--- config.mk ---
export PLATFORM = sky130hd
export DESIGN_NAME = mem_arbiter
export DESIGN_NICKNAME = d
export VERILOG_FILES = /design/src/rtl/mem_arbiter.sv
export SDC_FILE = /design/constraint.sdc
export NUM_CORES = 1
export LEC_CHECK = 0
export ABC_AREA = 1
export BUFFER_PORTS_ARGS = -buffer_cell sky130_fd_sc_hd__buf_2
export CORE_MARGIN = 1
export CORE_UTILIZATION = 57
export CTS_BUF_LIST = sky130_fd_sc_hd__clkbuf_8 sky130_fd_sc_hd__clkbuf_16
export DETAILED_ROUTE_END_ITERATION = 10
export MAX_ROUTING_LAYER = met4
export PLACE_DENSITY = 0.84
export SLEW_MARGIN = 20
export SYNTH_ARGS = -nofsm -noshare
export SYNTH_HDL_FRONTEND = slang
export SYNTH_SLANG_ARGS = --single-unit
--- constraint.sdc ---
create_clock -name clk -period 2.2 [get_ports clk]
set_input_delay 0.22 -clock clk [delete_from_list [all_inputs] [get_ports clk]]
set_output_delay 0.22 -clock clk [all_outputs]
set_load 0.01 [all_outputs]
--- src/rtl/mem_arbiter.sv ---
// Two-master round-robin arbiter for a single strobe/ack memory bus.
// Define MEM_ARBITER_TIMEOUT_EN to force-complete WAIT after TIMEOUT_CYCLES.
module mem_arbiter #(
  parameter int unsigned TIMEOUT_CYCLES = 1024
) (
  input  logic        clk,
  input  logic        reset,
  input  logic        m0_read,
  input  logic        m0_write,
  input  logic [31:0] m0_addr,
  input  logic [31:0] m0_wdata,
  output logic        m0_ack,
  output logic [31:0] m0_rdata,
  input  logic        m1_read,
  input  logic        m1_write,
  input  logic [31:0] m1_addr,
  input  logic [31:0] m1_wdata,
  output logic        m1_ack,
  output logic [31:0] m1_rdata,
  output logic        mem_read,
  output logic        mem_write,
  output logic [31:0] mem_addr,
  output logic [31:0] mem_write_data,
  input  logic        mem_ack,
  input  logic [31:0] mem_read_data,
  output logic        busy,
  output logic        grant,
  output logic        timeout_err
);

  typedef enum logic [1:0] {
    IDLE  = 2'd0,
    ISSUE = 2'd1,
    WAIT  = 2'd2
  } state_t;

  state_t state_q, state_d;

  logic [1:0]       pend_q, pend_d;
  logic [1:0]       dir_q, dir_d;
  logic [1:0][31:0] addr_q, addr_d;
  logic [1:0][31:0] wdata_q, wdata_d;
  logic [1:0][31:0] rdata_q, rdata_d;
  logic [1:0]       ack_q, ack_d;
  logic             grant_q, grant_d;
  logic [31:0]      maddr_q, maddr_d;
  logic [31:0]      mwdata_q, mwdata_d;

  logic done;
  logic tmo;
  logic win;

`ifdef MEM_ARBITER_TIMEOUT_EN
  localparam logic [15:0] TMO_LIM = 16'(TIMEOUT_CYCLES);
  logic [15:0] cnt_q, cnt_d;
  logic        terr_q, terr_d;
`else
  logic [15:0] unused_tmo;
  assign unused_tmo = 16'(TIMEOUT_CYCLES);
`endif

  // Both pending: alternate away from the last owner.
  assign win = (pend_q == 2'b11) ? ~grant_q : ~pend_q[0];

  always_comb begin
    state_d  = state_q;
    pend_d   = pend_q;
    dir_d    = dir_q;
    addr_d   = addr_q;
    wdata_d  = wdata_q;
    rdata_d  = rdata_q;
    ack_d    = 2'b00;
    grant_d  = grant_q;
    maddr_d  = maddr_q;
    mwdata_d = mwdata_q;
    done     = 1'b0;
    tmo      = 1'b0;
`ifdef MEM_ARBITER_TIMEOUT_EN
    cnt_d    = cnt_q;
    terr_d   = 1'b0;
`endif

    unique case (state_q)
      IDLE: begin
        if (|pend_q) begin
          state_d  = ISSUE;
          grant_d  = win;
          maddr_d  = addr_q[win];
          mwdata_d = wdata_q[win];
        end
      end
      ISSUE: begin
        state_d = WAIT;
`ifdef MEM_ARBITER_TIMEOUT_EN
        cnt_d   = 16'd1;
`endif
      end
      WAIT: begin
`ifdef MEM_ARBITER_TIMEOUT_EN
        if (mem_ack) begin
          done = 1'b1;
        end else if (cnt_q == TMO_LIM) begin
          done = 1'b1;
          tmo  = 1'b1;
        end else begin
          cnt_d = cnt_q + 16'd1;
        end
`else
        done = mem_ack;
`endif
      end
      default: state_d = IDLE;
    endcase

    if (done) begin
      state_d        = IDLE;
      ack_d[grant_q] = 1'b1;
      pend_d[grant_q] = 1'b0;
      if (tmo) begin
        rdata_d[grant_q] = 32'hDEAD_BEEF;
`ifdef MEM_ARBITER_TIMEOUT_EN
        terr_d = 1'b1;
`endif
      end else if (!dir_q[grant_q]) begin
        rdata_d[grant_q] = mem_read_data;
      end
    end

    // A slot freed on this edge may be refilled on the same edge.
    if ((m0_read || m0_write) && !pend_d[0]) begin
      pend_d[0]  = 1'b1;
      dir_d[0]   = m0_write;
      addr_d[0]  = m0_addr;
      wdata_d[0] = m0_wdata;
    end
    if ((m1_read || m1_write) && !pend_d[1]) begin
      pend_d[1]  = 1'b1;
      dir_d[1]   = m1_write;
      addr_d[1]  = m1_addr;
      wdata_d[1] = m1_wdata;
    end
  end

  always_ff @(posedge clk) begin
    if (reset) begin
      state_q  <= IDLE;
      pend_q   <= '0;
      dir_q    <= '0;
      addr_q   <= '0;
      wdata_q  <= '0;
      rdata_q  <= '0;
      ack_q    <= '0;
      grant_q  <= 1'b0;
      maddr_q  <= '0;
      mwdata_q <= '0;
    end else begin
      state_q  <= state_d;
      pend_q   <= pend_d;
      dir_q    <= dir_d;
      addr_q   <= addr_d;
      wdata_q  <= wdata_d;
      rdata_q  <= rdata_d;
      ack_q    <= ack_d;
      grant_q  <= grant_d;
      maddr_q  <= maddr_d;
      mwdata_q <= mwdata_d;
    end
  end

`ifdef MEM_ARBITER_TIMEOUT_EN
  always_ff @(posedge clk) begin
    if (reset) begin
      cnt_q  <= '0;
      terr_q <= 1'b0;
    end else begin
      cnt_q  <= cnt_d;
      terr_q <= terr_d;
    end
  end
  assign timeout_err = terr_q;
`else
  assign timeout_err = 1'b0;
`endif

  assign mem_read       = (state_q == ISSUE) && !dir_q[grant_q];
  assign mem_write      = (state_q == ISSUE) &&  dir_q[grant_q];
  assign mem_addr       = maddr_q;
  assign mem_write_data = mwdata_q;
  assign m0_ack         = ack_q[0];
  assign m1_ack         = ack_q[1];
  assign m0_rdata       = rdata_q[0];
  assign m1_rdata       = rdata_q[1];
  assign busy           = (state_q != IDLE);
  assign grant          = grant_q;

endmodule

==> results.md <==
* Initial DRT Pass Iterations at 6
* Distinct cells, synth at 25
* CTS max path bufs at 3
* DR vias at approximately 12000
* CP max-delay cell: dfxtp_1
* Sequential share of the synthesized area at 48.1%
* Sequential standard cell area at ~5300 um^2
* Synth Instances at ~1500
* Area share of the largest cell type after synthesis at between 40% and 50%
* Final Cycle Share at 86.3%
* GRT Total Usage at approximately 38%
* Die Y at 141 um
* Worst Path Arrival at around 1.7 ns
* Compound-Gate Fraction of Synth Area at 16.3%
* Worst Hold Class: primary input to flop
* Synth Register Bits at 265
* Count of final setup violators at 0
* Post-CTS Resized at 0
* Mapped Nets at 1681
* Area post-placement at 12600 um^2
* Clk slew on worst S/H paths at 0.06 ns
* Post-CTS Repair Setup Buffers at 0
* Largest net degree at the start of global routing at 75
* Root buffer selected by CTS: clkbuf_16
* Clk_skew at ~0.011 ns
* Area contributors post-synth: dfxtp_1 48%, nor2_1 15%, nand2_1 9.2%
* Syn_area_per_cell at 7.28 um^2
* Xor and xnor fraction of the mapped netlist area at 0%
* Critical path endpoint category: output port
* Fin crit period at 1.90 ns
* Grt ovf at 0
* WL final at 37.1 mm
* Max IR drop VDD at 0.779 mV
* Row cnt at 50
* Vias in the first global route at ~12000
* First-pass GRT wire length at 58.3 mm
* Num CTS Buffers at 27
* Max-cap violations at 0
* CTS HTree Levels at 1
* Synth Cell Area at approximately 11000 um^2
* Leakage at about 0.0076 uW
* DRC at 0
* Initial core utilization at about three fifths
* Via density at 5.39
* Share of post-route cells with drive strength above 1 at 22.5%
* Initial antenna violation count at 4
* Die area at about 20000 um^2
* Worst slew margin at 41.0%
* PD cells at 848 nW/um^2
* ANT nets after route at 0
* Final Max Slew Viols at 0
* GPL Wtd Cong at 0.872
* Final Hold Fails at 0
* Synth Area in Simple Gates at 25.3%
* Post-Synth Adder-Cell Area at 0%
* Most common cell on crit path: nor2_1
* Multi-input logic area at 4630 um^2
* Skew-Pair Late Insertion Delay at 0.53 ns
* Setup TNS at 0 ns
* Core ar. at 18800 um^2
* Status: finished, final reports clean
* Yosys warning count at 0
* DRT iter0 DRCs at about 1000
* CTS tree: done
* Mux cell area share after synthesis at 0%
* Cell breakdown of the critical path: nor2_1 -> a21oi_1 -> inv_1 -> nor2_1 -> buf_2
* Critical Path RT at 1.98 ns
* Die width at about 140 um
* Final net count at ~2100
* Design area at 15100 um^2
* Synth area leader: dfxtp_1
* FILL cells at ~1100
* Setup Crit Path Kind: flop to output port
* CTS Sinks at 265
* Unrepaired setup endpoints after global routing: false
* Synth-to-layout area growth at 36.8%
* Worst-Margin Slew at roughly 0.88 ns
* Fmax at between 500 and 600 MHz
* IO Pins at 302
* CP Launch Type: flop
* Average routed wire per standard cell at 16.8 um
* Main combinational cell family by area after synthesis: simple AND/OR/NAND/NOR gates
* Critical Path Fanout Max at 8
* Crit path largest cell delay at 0.49 ns
* Port Buffers at 300
* HPWL after detailed placement at 18.7 mm
[path summary, 6_finish.rpt]
check                                            from                              end  slack (ns)  cells past startpoint
worst max register to register     grant$_SDFFE_PP0P_  mem_write_data[27]$_SDFFE_PP0P_        0.35                      8
worst min-delay path                          mem_ack              ack_q[1]$_SDFF_PP0_        0.09                      3
worst min register to register  dir_q[1]$_SDFFE_PP0P_            dir_q[1]$_SDFFE_PP0P_        0.47                      2
worst max-delay path               grant$_SDFFE_PP0P_                        mem_write        0.30                      5
[layout by cell type, fill, tap and decap left out, types with 4 or more instances in the layout]
master | Yosys | layout
a21oi_1 | 69 | 69
nand2_1 | 269 | 268
buf_2 | 35 | 300
o211ai_1 | 5 | 5
buf_4 | 12 | 19
clkbuf_16 | 0 | 27
inv_1 | 138 | 145
nor2_1 | 454 | 454
dfxtp_1 | 265 | 265
o21ai_0 | 123 | 123
o21ai_1 | 8 | 8
clkbuf_8 | 0 | 6
diode_2 | 0 | 4
dlygate4sd3_1 | 0 | 163
o211ai_2 | 59 | 59
buf_12 | 0 | 6
inv_2 | 5 | 5
[power by group]
part           leakage (uW)  internal (uW)  switching [uW]
logic               0.00497           1080            1640
clock network      0.000459           2650            1870
registers           0.00219           5270             261
[flip-flops by register name (all words and copies together) (netlist names)]
name	count
ack_q	2
addr_q	64
dir_q	2
grant	1
m0_rdata	32
m1_rdata	32
mem_addr	32
mem_write_data	32
pend_q	2
state_q	2
wdata_q	64
[worst max-delay path: cells and delay by family, from the launching register on]
family | cells | cell delay (ns)
buffers and inverters | 2 | 0.25
DFF | 1 | 0.49
and+or+nand+nor | 2 | 0.19
AOI/OAI and AO/OA | 1 | 0.21
[stage by stage]
stage | cells | power, uW | hold WS (ns) | utilization [%] | setup slack [ns]
after floorplan | 1514 | 7210 | 0.355 | - | 0.857
after global placement | 1994 | 7840 | 0.440 | 66.7 | 0.594
after detailed placement | 1994 | 7930 | 0.446 | 66.7 | 0.510
after CTS | 2202 | 12600 | 0.00443 | 79.9 | 0.351
after global routing | 2207 | 13300 | 0.0985 | 80.0 | 0.182
final | 2207 | 12800 | 0.0937 | 80.0 | 0.301
[area by class of cell]
cell class	instances	share of cell area, %
multi-input combinational	1001	30.7
antenna	4	0.0664
tap	260	2.16
inverter	143	3.58
timing repair buffer	488	22.5
clock inverter	13	0.722
clock buffer	33	5.03
sequential	265	35.2
[logic make-up (layout without fill, tap and decap cells)]
family,after synthesis,after routing
AND/OR/NAND/NOR,734,734
other,1,5
buffers and inverters,248,677
flip-flops,265,265
AO/OA/AOI/OAI,266,266
[what timing repair did]
| item | CTS | global route |
|---|---|---|
| hold buffers | 162 | 1 |
| setup endpoints to repair | 0 | 0 |
| endpoints found under the hold margin | 190 | 1 |
[routing by layer]
| metal | GRT usage, % | vias to the layer above | wire length [um] |
|---|---|---|---|
| met5 | - | - | 0 |
| met1 | 41.3 | 5396 | 13400 |
| met2 | 64.6 | 765 | 18200 |
| met3 | 7.10 | 210 | 3180 |
| met4 | 22.1 | 0 | 2350 |
| li1 | - | 5519 | - |
[synthesized netlist by cell type]
master,instances
buf_2,35
dfxtp_1,265
nand3_2,3
clkbuf_2,3
inv_2,5
conb_1,1
o21ai_2,1
buf_6,14
nand3_1,2
clkbuf_1,38
a21oi_1,69
nand2_2,2
o21ai_1,8
o211ai_1,5
buf_1,3
a31oi_1,1
inv_1,138
o211ai_2,59
buf_4,12
nor3_1,2
nand2_1,269
nor2_1,454
o21ai_0,123
or2_2,1
nor2_2,1
(Power assumes the default switching activity.)
